### src/rtl/ordering_xfer_buf.sv
// ordering_xfer_buf: host<->node transfer buffer for one replica node's city ordering.
// Node beats are captured into a DEPTH-entry buffer and returned to the host as
// zero-padded byte-lane words. Host write beats are forwarded to the node through
// a WPIPE-stage delay line. Each burst starts with a one-cycle exchange_shift pulse.
//
// Ports:
//   clk, reset               clock, synchronous active-low reset
//   xfer_num                 burst length minus one, latched at burst start
//   host_write/host_read     burst request and per-beat strobes
//   host_wdata               host write beat (LANES bytes)
//   host_ready               beat accepted this cycle if the matching strobe is high
//   host_rdata/host_rvalid   read beat, one cycle after acceptance
//   node_out_valid/_data     capture stream from the node
//   node_in_valid/_data      delayed write stream to the node
//   exchange_shift(_d)       burst-start pulse, and its registered copy
//   overflow/clr_overflow    sticky dropped-capture flag and its clear
module ordering_xfer_buf #(
  parameter int unsigned LANES   = 8,
  parameter int unsigned LANE_W  = 7,
  parameter int unsigned DEPTH   = 16,
  parameter int unsigned WPIPE   = 3,
  parameter int unsigned REVERSE = 1
) (
  input  logic                        clk,
  input  logic                        reset,
  input  logic [$clog2(DEPTH)-1:0]    xfer_num,
  input  logic                        host_write,
  input  logic                        host_read,
  input  logic [LANES*8-1:0]          host_wdata,
  output logic                        host_ready,
  output logic [LANES*8-1:0]          host_rdata,
  output logic                        host_rvalid,
  input  logic                        node_out_valid,
  input  logic [LANES*LANE_W-1:0]     node_out_data,
  output logic                        node_in_valid,
  output logic [LANES*LANE_W-1:0]     node_in_data,
  output logic                        exchange_shift,
  output logic                        exchange_shift_d,
  output logic                        overflow,
  input  logic                        clr_overflow
);

  localparam int unsigned AW = $clog2(DEPTH);
  localparam int unsigned NW = LANES * LANE_W;
  localparam int unsigned HW = LANES * 8;

  typedef enum logic [1:0] {IDLE, WRITE, READ} state_t;

  state_t        state;
  logic [AW-1:0] cnt;
  logic [AW-1:0] num_q;
  logic [AW:0]   wadder;
  logic [NW-1:0] mem [DEPTH];

  logic [WPIPE-1:0] pipe_v;
  logic [NW-1:0]    pipe_d [WPIPE];

  logic [NW-1:0] wr_beat;
  logic [HW-1:0] rd_word;
  logic          wr_acc;
  logic          rd_acc;
  logic          last_beat;
  logic          cap_full;
  logic          cap_wr;
  logic          cap_drop;
  logic [AW-1:0] cap_idx;
  logic          unused_wdata;

  // Host lane i pairs with node lane LANES-1-i when reversed.
  function automatic int unsigned lane_idx(input int unsigned i);
    return (REVERSE != 0) ? (LANES - 1 - i) : i;
  endfunction

  // Only the low LANE_W bits of each host byte reach the node.
  assign unused_wdata = ^host_wdata;

  // Handshake decode; gated by reset so nothing escapes while reset is held.
  assign exchange_shift = reset && (state == IDLE) && (host_write || host_read);
  assign host_ready     = reset && ((state == WRITE) ||
                                    ((state == READ) && ({1'b0, cnt} < wadder)));
  assign wr_acc         = reset && (state == WRITE) && host_write;
  assign rd_acc         = (state == READ) && host_read && host_ready;
  assign last_beat      = (cnt == num_q);

  // Capture write control: a burst start rewinds the buffer to entry 0.
  assign cap_full = (wadder == (AW+1)'(DEPTH));
  assign cap_wr   = reset && node_out_valid && (exchange_shift || !cap_full);
  assign cap_drop = reset && node_out_valid && !exchange_shift && cap_full;
  assign cap_idx  = exchange_shift ? '0 : wadder[AW-1:0];

  // Lane remapping in both directions.
  always_comb begin
    wr_beat = '0;
    rd_word = '0;
    for (int unsigned i = 0; i < LANES; i++) begin
      wr_beat[lane_idx(i)*LANE_W +: LANE_W] = host_wdata[i*8 +: LANE_W];
      rd_word[i*8 +: 8] = 8'(mem[cnt][lane_idx(i)*LANE_W +: LANE_W]);
    end
  end

  // Burst control FSM.
  always_ff @(posedge clk) begin
    if (!reset) begin
      state <= IDLE;
      cnt   <= '0;
      num_q <= '0;
    end else begin
      case (state)
        IDLE: begin
          if (host_write || host_read) begin
            num_q <= xfer_num;
            cnt   <= '0;
            state <= host_write ? WRITE : READ;
          end
        end
        WRITE: begin
          if (wr_acc) begin
            cnt <= cnt + AW'(1);
            if (last_beat) state <= IDLE;
          end
        end
        READ: begin
          if (rd_acc) begin
            cnt <= cnt + AW'(1);
            if (last_beat) state <= IDLE;
          end
        end
        default: state <= IDLE;
      endcase
    end
  end

  // Capture pointer and sticky overflow; a drop beats a same-cycle clear.
  always_ff @(posedge clk) begin
    if (!reset) begin
      wadder   <= '0;
      overflow <= 1'b0;
    end else begin
      if (exchange_shift) wadder <= (AW+1)'(node_out_valid);
      else if (cap_wr)    wadder <= wadder + (AW+1)'(1);
      if (cap_drop)          overflow <= 1'b1;
      else if (clr_overflow) overflow <= 1'b0;
    end
  end

  // Buffer storage; contents survive reset.
  always_ff @(posedge clk) begin
    if (cap_wr) mem[cap_idx] <= node_out_data;
  end

  // Write delay line; stage 0 holds its data through bubbles.
  always_ff @(posedge clk) begin
    if (!reset) begin
      pipe_v <= '0;
      for (int unsigned k = 0; k < WPIPE; k++) pipe_d[k] <= '0;
    end else begin
      pipe_v[0] <= wr_acc;
      if (wr_acc) pipe_d[0] <= wr_beat;
      for (int unsigned k = 1; k < WPIPE; k++) begin
        pipe_v[k] <= pipe_v[k-1];
        pipe_d[k] <= pipe_d[k-1];
      end
    end
  end

  assign node_in_valid = pipe_v[WPIPE-1];
  assign node_in_data  = pipe_d[WPIPE-1];

  // Read return and delayed handshake.
  always_ff @(posedge clk) begin
    if (!reset) begin
      host_rvalid      <= 1'b0;
      host_rdata       <= '0;
      exchange_shift_d <= 1'b0;
    end else begin
      host_rvalid      <= rd_acc;
      exchange_shift_d <= exchange_shift;
      if (rd_acc) host_rdata <= rd_word;
    end
  end

endmodule
### config.mk
export PLATFORM = sky130hd
export DESIGN_NAME = ordering_xfer_buf
export DESIGN_NICKNAME = d
export VERILOG_FILES = /design/src/rtl/ordering_xfer_buf.sv
export SDC_FILE = /design/constraint.sdc
export NUM_CORES = 1
export LEC_CHECK = 0
export BUFFER_PORTS_ARGS = -buffer_cell sky130_fd_sc_hd__buf_2
export CORE_MARGIN = 8
export CORE_UTILIZATION = 55
export DETAILED_ROUTE_END_ITERATION = 12
export GPL_TIMING_DRIVEN = 1
export PLACE_DENSITY_LB_ADDON = 0.15
export RECOVER_POWER = 50
export SLEW_MARGIN = 20
export SYNTH_ARGS = -nofsm -noshare
export SYNTH_HDL_FRONTEND = slang
export SYNTH_SLANG_ARGS = --single-unit
### constraint.sdc
create_clock -name clk -period 9.9 [get_ports clk]
set_input_delay 2.97 -clock clk [delete_from_list [all_inputs] [get_ports clk]]
set_output_delay 2.97 -clock clk [all_outputs]
set_load 0.02 [all_outputs]
==> key figures <==
Yosys
  • YS warnings: 0
  • Largest family of logic cells by synthesized area: multiplexers
  • Biggest area consumer among synthesized cells: edfxtp_1
  • Number of synthesized flops with an enable pin: 1064
  • Post-Synthesis Cell Area: 43400 sq um
  • Most numerous cell in the Yosys netlist: edfxtp_1
  • Avg Cell Area, Syn: 20.4 sq um
  • Cell variety after synth: 46
  • Post-synthesis mux area share: 13.0%
  • Synth Area in Simple Gates: 4.26%
  • Synth Register Bits: 1141
  • Commonest cells in the netlist: 1064 x edfxtp_1, 224 x mux4_2, 171 x and2_1
  • Asr flop ratio synth: 0%
  • Top cell type's share of synthesized area: 73.5%
  • Most area-consuming cells after synthesis: edfxtp_1 74%, mux4_2 12%, dfxtp_1 3.5%
  • Post-synthesis compound-gate area fraction: 2.76%
  • Synth Area in XOR/XNOR: 0.121%
  • Cells after synthesis: 2132
  • Top FF cell, synth: edfxtp_1
  • Post-synthesis sequential area ratio: 77.1%
  • Synthesized-area fraction occupied by adder cells: 0.288%

Clock network
  • Cts bufs inserted: 112
  • Post-cts sizing count: 0
  • Clock transition at path regs: 60 ps
  • Clock Sinks: 1141
  • Post-CTS Hold Buffers: 0
  • Clock latency on the worst-skew pair: 660 ps
  • H-tree level count: 3
  • TritonCTS clock tree: built
  • Maximum root-to-sink buffer count: 3
  • Postcts setup bufs: 0
  • Root Driver: clkbuf_16

Pwr
  • VDD IR max: 136 uV
  • Tot Pwr: 10.4 mW
  • Power per Cell Area: 210 nW/um^2
  • Lkg Pwr: 16.1 nW

Timing
  • Crit share post-route: 76.2%
  • Final Max Tran Viols: 57
  • Final hold violations: 0
  • Setup tns final: 0 ps
  • Tightest Pin Transition: 3280 ps
  • Crit path time final: 7540 ps
  • Clock skew: 20.1 ps
  • FMAX: 133 MHz
  • Final setup viols: 0
  • Rel. slew slack: -119%
  • RSZ-0062 raised after global routing: false

GRT
  • First-pass GRT wire length: 138000 microns
  • Largest net degree at the start of global routing: 158
  • Met2 usage: 36.4%
  • Grt total ovfl: 0
  • Vias in the first global route: 21800
  • Most heavily used metal layer in global routing: met2
  • Met1 Use GR: 26.8%
  • Met3 usage: 3.72%
  • Initial antenna violation count: 12
  • Total track usage: 20.7%

Critical path
  • Crit path launch type: input pin
  • CP required: 6930 ps
  • Worst path arrival time: 4570 ps
  • Crit end category: output port
  • Crit Path Max Fanout: 157
  • Worst setup path category: input pin to output port

Finish
  • # nets final: 2607
  • Share of cells above drive strength 1: 23.5%
  • Final Non-Filler Cells: 3620
  • Synthesis-to-layout area growth: 13.5%

Hold path
  • Hold/Removal Path Class: flip-flop to flip-flop

Route
  • Final WL: 92400 microns
  • Drc violations: 0
  • DR iter-0 viols: 1670
  • Vias per inst: 5.72
  • Post-route ant nets: 0
  • DRT Pass-1 Iters: 5
  • Routed length per placed instance: 25.5 microns
  • Via Count: 20700

Placement
  • Post-placement cell count: 3403
  • RePlAce Congestion: 0.740
  • Port bufs: 239
  • Post-DP HPWL: 49100 microns

Outcome
  • Failing checks: max-capacitance violations, max-slew violations
  • Outcome: complete, but fails checks

Die
  • Core area: 78600 sq um
  • Die ar.: 88200 sq um
  • Std cell rows: 103
  • IO Pins: 256
  • Die Height: 297 microns
  • Die X: 297 microns
  • Starting Density: 55.3%

Job
  • Max-Cap Viols: 1
[worst max-delay path: stages]
cell and delay (ps):
buf_6 550, inv_1 410, a21oi_1 270, buf_2 220
[worst paths after layout]
kind	slack (ps)	start	cells after the start	endpoint
hold reg to reg	430	pipe_v[0]	1	pipe_v[1]
setup reg to reg	5770	cnt[1]	6	host_rdata[60]
setup / recovery	2360	reset	4	host_ready
hold / removal	430	pipe_v[0]	1	pipe_v[1]
[final cells by class]
class,count,area [sq um]
Clock inverter,55,519
Timing Repair Buffer,278,1400
Fill cell,5434,29300
Multi-Input combinational cell,922,9460
Tap cell,1050,1310
Clock buffer,155,3070
Antenna cell,7,17.5
Inverter,12,45.0
Sequential cell,1141,33500
[report_power, final]
part	leakage (nW)	total [mW]	switching [mW]	internal, mW
registers	10.4	5.44	0.0466	5.39
logic	3.97	0.787	0.488	0.299
clock network	1.74	4.13	1.71	2.42
[metrics by stage]
| stage | setup WS (ps) | cell area [sq um] | util [%] | hold WS [ps] |
|---|---|---|---|---|
| 2_1_floorplan | 298 | 43900 | - | 412 |
| 3_3_place_gp | 2420 | 45800 | 58.3 | 418 |
| 3_5_place_dp | 2330 | 45800 | 58.3 | 421 |
| 4_1_cts | 2360 | 49400 | 62.9 | 435 |
| 5_1_grt | 2190 | 49300 | 62.7 | 461 |
| 6_report | 2360 | 49300 | 62.7 | 432 |
[cells by family after synthesis]
kind of cell    after synthesis
fa+ha+maj                    10
xor+xnor                      6
mux                         283
simple gates                357
other cells                   2
buf+inv                     187
flops                      1141
compound gates              146
[registers in the layout (all words and copies together) (netlist names)]
name / cells
mem: 896
pipe_d: 168
host_rdata: 56
wadder: 5
cnt: 4
num_q: 4
pipe_v: 3
state: 2
exchange_shift_d: 1
host_rvalid: 1
overflow: 1
[metal layers]
metal  wire length [microns]  up-vias
li1                        -     9035
met1                   36200    10900
met2                   48400      644
met3                    5730      137
met4                    2000        6
met5                      36        -
[placed cells by master (no fill, tap or decap), types with 24 or more instances in the layout]
| master | count |
|---|---|
| a22o_1 | 112 |
| and2_0 | 54 |
| and2_1 | 117 |
| buf_2 | 164 |
| buf_4 | 38 |
| clkbuf_1 | 112 |
| clkbuf_16 | 116 |
| clkinv_1 | 24 |
| conb_1 | 120 |
| dfxtp_1 | 75 |
| edfxtp_1 | 1064 |
| mux2i_1 | 59 |
| mux4_2 | 224 |
| nand2_1 | 75 |
| nor2_1 | 65 |
(Power assumes the default switching activity.)
